**src/rtl/fifo_pack_reader.sv**
```systemverilog
// Pops words from an 8x18 fifo and packs PACK of them into one valid/ready beat.
// Optional macro FLUSH_TIMEOUT_EN flushes a partial beat after TIMEOUT idle cycles.
module fifo_pack_reader #(
   parameter int unsigned DATA_W  = 18,
   parameter int unsigned PACK    = 2,
   parameter int unsigned TIMEOUT = 16
) (
   input  logic                     clk,
   input  logic                     rst,
   input  logic                     fifo_empty,
   input  logic [DATA_W-1:0]        fifo_out,
   input  logic                     up_write,
   output logic                     fifo_read,
   output logic [DATA_W*PACK-1:0]   out_data,
   output logic [2:0]               out_count,
   output logic                     out_valid,
   input  logic                     out_ready
);

   localparam int unsigned BEAT_W = DATA_W * PACK;
   localparam int unsigned IDX_W  = 3;

   if (PACK < 1 || PACK > 4) begin : g_bad_pack
      $error("fifo_pack_reader: PACK must be in 1..4");
   end
   if (TIMEOUT < 1) begin : g_bad_timeout
      $error("fifo_pack_reader: TIMEOUT must be at least 1");
   end

   typedef enum logic [1:0] {
      S_IDLE,
      S_ISSUE,
      S_CAPTURE,
      S_OUT
   } state_t;

   state_t              state_q;
   logic [IDX_W-1:0]    idx_q;
   logic                wr_clash_q;
   logic                fifo_read_q;
   logic                out_valid_q;
   logic [BEAT_W-1:0]   out_data_q;
   logic [2:0]          out_count_q;

`ifdef FLUSH_TIMEOUT_EN
   localparam int unsigned CNT_W = $clog2(TIMEOUT) + 1;
   logic [CNT_W-1:0]    cnt_q;
`endif

   // Pop sequencing, beat assembly and output handshake.
   always_ff @(posedge clk) begin
      if (rst) begin
         state_q     <= S_IDLE;
         idx_q       <= '0;
         wr_clash_q  <= 1'b0;
         fifo_read_q <= 1'b0;
         out_valid_q <= 1'b0;
         out_data_q  <= '0;
         out_count_q <= '0;
`ifdef FLUSH_TIMEOUT_EN
         cnt_q       <= '0;
`endif
      end else begin
         case (state_q)
            S_IDLE: begin
               if (!fifo_empty) begin
                  state_q     <= S_ISSUE;
                  fifo_read_q <= 1'b1;
`ifdef FLUSH_TIMEOUT_EN
                  cnt_q       <= '0;
`endif
               end
`ifdef FLUSH_TIMEOUT_EN
               // idx is always below PACK here, so nonzero means a partial beat.
               else if (idx_q != '0) begin
                  if (cnt_q == CNT_W'(TIMEOUT - 1)) begin
                     out_count_q <= idx_q;
                     out_valid_q <= 1'b1;
                     state_q     <= S_OUT;
                     idx_q       <= '0;
                     cnt_q       <= '0;
                  end else begin
                     cnt_q <= cnt_q + 1'b1;
                  end
               end
`endif
            end
            S_ISSUE: begin
               wr_clash_q  <= up_write;
               fifo_read_q <= 1'b0;
               state_q     <= S_CAPTURE;
            end
            S_CAPTURE: begin
               // A clashing write means the fifo ignored the pop: retry from IDLE.
               if (wr_clash_q) begin
                  state_q <= S_IDLE;
               end else begin
                  out_data_q[idx_q*DATA_W +: DATA_W] <= fifo_out;
`ifdef FLUSH_TIMEOUT_EN
                  cnt_q <= '0;
`endif
                  if (idx_q == IDX_W'(PACK - 1)) begin
                     out_count_q <= 3'(PACK);
                     out_valid_q <= 1'b1;
                     idx_q       <= '0;
                     state_q     <= S_OUT;
                  end else begin
                     idx_q   <= idx_q + 1'b1;
                     state_q <= S_IDLE;
                  end
               end
            end
            S_OUT: begin
               if (out_ready) begin
                  out_valid_q <= 1'b0;
                  out_data_q  <= '0;
                  out_count_q <= '0;
                  state_q     <= S_IDLE;
               end
            end
            default: begin
               state_q <= S_IDLE;
            end
         endcase
      end
   end

   assign fifo_read = fifo_read_q;
   assign out_valid = out_valid_q;
   assign out_data  = out_data_q;
   assign out_count = out_count_q;

endmodule

```
**config.mk**
```make
export PLATFORM = sky130hd
export DESIGN_NAME = fifo_pack_reader
export DESIGN_NICKNAME = d
export VERILOG_FILES = /design/src/rtl/fifo_pack_reader.sv
export SDC_FILE = /design/constraint.sdc
export NUM_CORES = 1
export LEC_CHECK = 0
export ABC_CLOCK_PERIOD_IN_PS = 4400
export CAP_MARGIN = 15
export CORE_ASPECT_RATIO = 0.5
export CORE_MARGIN = 10
export CORE_UTILIZATION = 56
export CTS_BUF_LIST = sky130_fd_sc_hd__clkbuf_2 sky130_fd_sc_hd__clkbuf_4 sky130_fd_sc_hd__clkbuf_8
export DETAILED_ROUTE_END_ITERATION = 16
export PLACE_DENSITY = 0.84
export SYNTH_ARGS = -nofsm -noshare
export SYNTH_HDL_FRONTEND = slang
export SYNTH_SLANG_ARGS = --single-unit
```
**constraint.sdc**
```tcl
create_clock -name clk -period 4.4 [get_ports clk]
set_input_delay 0.88 -clock clk [delete_from_list [all_inputs] [get_ports clk]]
set_output_delay 0.88 -clock clk [all_outputs]
set_load 0.1 [all_outputs]
```
======== Yosys cells after proc, flatten, opt, wreduce, memory -nomap -nowiden ========
Index checks and enable logic that the tools add are counted.
storage, ports and cells
  flip-flop bits (word level) ............. 47
  bits of input ports ..................... 23
  output and inout bits ................... 41
  word-level logic and storage cells ...... 49
operators by class
  add/sub/neg operators ................... 2
  multipliers ............................. 1
  eq/ne operators ......................... 8
  shift-type cells ........................ 2
  multiplexer cells ....................... 20
  bitwise operators ....................... 1
  reductions and logical operators ........ 8
operators by type and width
  cell                                                                       number
  36-bit two-way mux                                                         2
  36-bit case mux with 2 select lines                                        1
  36-bit bitwise mux                                                         1
  18-bit by 34-bit variable shift with 36-bit output (first input constant)  1
  18-bit by 34-bit indexed part select with 36-bit output                    1
  8-bit negation with 34-bit output                                          1
  3-bit two-way mux                                                          4
  2-bit two-way mux                                                          4
  2-bit inequality test (second input constant)                              4
  2-bit case mux with 4 select lines                                         1
  3-bit by 4-bit multiplier with 7-bit output (second input constant)        1
  3-bit case mux with 2 select lines                                         1
  2-bit AND reduction                                                        3
  2-bit equality test (second input constant)                                2
  1-bit two-way mux                                                          4
  1-bit case mux with 2 select lines                                         2
  4-bit AND reduction                                                        1
  2-bit nonzero test                                                         2
  3-bit by 1-bit adder with 3-bit output (second input constant)             1
  3-bit by 1-bit equality test with 1-bit output (second input constant)     1
  3-bit AND reduction                                                        1
  2-bit by 1-bit equality test with 1-bit output (second input constant)     1
  2-bit logical NOT                                                          1
  1-bit inverter                                                             1

======== Longest topological paths before layout ========
  depth in word-level cells ............... 6
  mapped depth ............................ 14

======== Worst setup path after synthesis ========
Ideal clock, no wire load.
  path type ............................... register to register
  from .................................... register idx_q[0]
  to ...................................... register out_data_q[9], in the netlist out_data[9]
  arrival time ............................ 2.959 ns
  slack ................................... 1.324 ns
  stages on the path, launching flop included .. 12
  clock period less this slack ............ 3.076 ns
  path through ............................ dfxtp_1 > buf_2 > buf_2 > inv_1 > ha_1 > nor4b_1 > ha_1 > clkbuf_1 > nand3b_1 > or4b_1 > a21boi_0 > a32o_1
on the way
  cells in the longest elaborated chain, start to end .. 6
ends and longest elaborated chain
  item                                                                                                                           line  text
  start: declaration                                                                                                             38    logic [IDX_W-1:0] idx_q;
  start signal: assignment                                                                                                       108   idx_q <= idx_q + 1'b1;
  3-bit by 4-bit multiplier with 7-bit output *                                                                                  98    out_data_q[idx_q*DATA_W +: DATA_W] <= fifo_out;
  8-bit negation with 34-bit output *                                                                                            98
  18-bit by 34-bit indexed part select with 36-bit output or 18-bit by 34-bit variable shift with 36-bit output (tied branches)  98
  36-bit bitwise mux *                                                                                                           98
  36-bit two-way mux *                                                                                                           95    if (wr_clash_q) begin
  36-bit case mux with 2 select lines *                                                                                          64    case (state_q)
  end signal: indexed assignment                                                                                                 98
  end: declaration                                                                                                               42    logic [BEAT_W-1:0] out_data_q;
Mark *: on every way between the ends. The rest lies on a longest branch, timed or not. The select of a mux whose other input is x is not followed.
A chain may end at the register's enable or synchronous reset.

======== Final worst setup path ========
  from .................................... register idx_q[1]
  to ...................................... register out_data_q[13], in the netlist out_data[13]
The elaborated chain is that of the path after synthesis.

==> results.toml <==
[clocking]
cts_resized = 0
cts_tree = "yes"
cts.sinks = 44
ctsRootBufferMaster = "clkbuf_8"
cts_made_buffers = 5
cts_hold_buffers = 0
cts_htree_levels = 2
clk_pin_slew_ns = 0.10
cts.path.max_buffers = 2
insertion_delay_ns = 0.33
post_cts_buffers = 0

[yosys]
synthMuxAreaShare = 0.1048
synth_compound_area_frac = 0.3235
syn_avg_cell_area_sq_um = 7.679
yosys.area.top_type = "dfxtp_1"
synth_top_family_by_area = "compound AO/OA/AOI/OAI gates"
synth_cell_type_count = 73
ys_seq_area_frac = 0.2351
ys_top_cells_by_area = "dfxtp_1, nand2_1, a21oi_1, mux2i_1, mux2_2"
yosys.area.top_type_share = 0.2351
synth-async-reset-ratio = 0
synth_flop_cell = "dfxtp_1"
synth-xor-area-share = 0.002337
syn-cell-area_sq_um = 3747
ys.warnings.count = 0
syn_inst = 488
ys_ff_latch = 44
yosys.area_share.adder = 0.02003
synth_edf_count = 0
synth-simple-area-share = 0.2464

[final_layout]
fin_nets = 555
diodes = 0
final_cells = 615
final_common_cell = "clkdlybuf4s50_1"
final_area_sq_um = 4484
layout-drive-gt1-share = 0.1176
syn_to_final_growth_pct = 19.67
fin_util = 0.7139
final_cell_mix = "clkdlybuf4s50_1, nand2_1, dfxtp_1, a21oi_1, nor2_1"

[power]
pwr-share-clk = 0.297
pwr-share-comb = 0.347
p_int_mw = 0.7086
finalPower_mw = 1.160
ir_drop_mv = 0.1324
p_seq_frac = 0.356
p_switching_mw = 0.4513
powerDensity_nw_per_um2 = 258.6
switching_share = 0.3891
p_leak_nw = 1.518

[sta]
setup_tns_ns = 0
final-setup-viol-count = 0
maxSlewHeadroom = 0.2449
report.final.hold_viol_count = 0
maxSlewViolCount = 0
fin_crit_sh = 0.8045
holdWs_ns = 0.4606
period_needed_ns = 3.540
tightestPinTransition_ns = 1.130
fmax_ghz = 0.2825
rsz0062_at_grt = "false"
fin_worst_skew_ns = 0.01550
layout_setup_ws_ns = 0.8601

[grt]
grt_antenna_before_repair = 0
grt_overflow = 0
grt_util_all_layers = 0.2628
grt_pass1_vias = 3784
grt_pass1_wl_um = 22100
grt_max_degree = 50

[die]
coreArea_sq_um = 6281
row_count = 20
start_util = 0.5966
die_h_um = 77.85
design.die.area_sq_um = 10560
ioPinCount = 64
die_width_um = 135.7

[routing]
vias = 4385
wl_per_cell_um = 24.05
route.detailed.drc = 0
first_iter_violations = 783
drtPass1Iterations = 6
wl_um = 14790
avgViaCountPerCell = 7.130
drtAntennaViolNets = 0

[critical_path]
worstPathRequired_ns = 4.59
cp_max_fo = 19
crit_type = "register to register"
start_kind = "register"
endpoint_kind = "register"
arrival_ns = 3.73

[placement]
dpl.cell_count = 607
pre_cts_slack_ns = 1.037
placed_cell_area_sq_um = 4368
finalWeightedCongestion = 1.053
dp_hpwl_um = 11000
port_buffers = 61

[run]
maxCapViolations = 0

[status]
status = "completed"

[worst_hold_path]
hold_path.class = "register to register"
-- routing by layer --
layer | global-route usage | vias to the layer above | wire length (um)
met1 | 0.3728 | 2022 | 6234
met3 | 0.1350 | 29 | 2793
met4 | 0.06090 | 0 | 215
met2 | 0.3345 | 402 | 5548
li1 | - | 1932 | -
met5 | 0 | - | 0
-- state kept, by name, summed over array words and instances, names as in the netlist --
| register | count |
|---|---|
| out_data | 36 |
| idx_q | 3 |
| state_q | 2 |
| fifo_read | 1 |
| out_count | 1 |
| wr_clash_q | 1 |
-- Yosys cell counts (8+ instances only) --
master	n
nand3_1	8
mux2i_1	19
a32o_1	11
o22ai_1	11
clkbuf_1	25
a21oi_1	38
dfxtp_1	44
o21ai_0	26
nor2b_1	8
nand2_1	57
nor2_1	27
buf_2	14
nor3_1	13
inv_1	8
mux2_2	12
nand2b_1	9
-- final timing paths --
check | from | end | slack, ns | cells after the start
max | idx_q[1] | out_data[13] | 0.86 | 11
min | out_data[35] | out_data[35] | 0.46 | 2
max reg2reg | idx_q[1] | out_data[13] | 0.86 | 11
min reg2reg | out_data[35] | out_data[35] | 0.46 | 2
-- power groups by stage --
stage	registers [mW]	logic, mW	clock network [mW]
6_report	0.413	0.402	0.345
5_1_grt	0.414	0.418	0.353
4_1_cts	0.413	0.383	0.343
3_5_place_dp	0.422	0.381	0
3_3_place_gp	0.422	0.384	0
2_1_floorplan	0.466	0.222	0
-- cell families (layout without fill, tap and decap cells) --
logic type	Yosys count	count (layout)
AOI/OAI and AO/OA	172	172
xor gates and xnor gates	1	1
adders and majority gates	6	6
buffers and inverters	55	93
DFF	44	44
muxes	34	34
other	1	2
and+or+nand+nor	175	175
-- worst max-delay path, cell delays in order, from the launching register on --
cell and delay [ns]:
dfxtp_1 0.31, buf_4 0.19, inv_1 0.14, ha_1 0.35, inv_1 0.10, ha_1 0.56, nor2b_1 0.25, buf_4 0.17
a2111oi_0 0.61, a32oi_1 0.26, a221oi_1 0.37, a211oi_1 0.09
-- final cells by class --
cell class              count  area [sq um]
clock inverters             3         47.55
fillers                   527          1797
multi-input cells         390          2620
repair buffers             76         723.2
inverters                   9         33.78
flip-flops and latches     44         880.8
well taps                  88         110.1
clock buffers               5         68.82
Note: power is estimated with default switching activity, not from simulation.
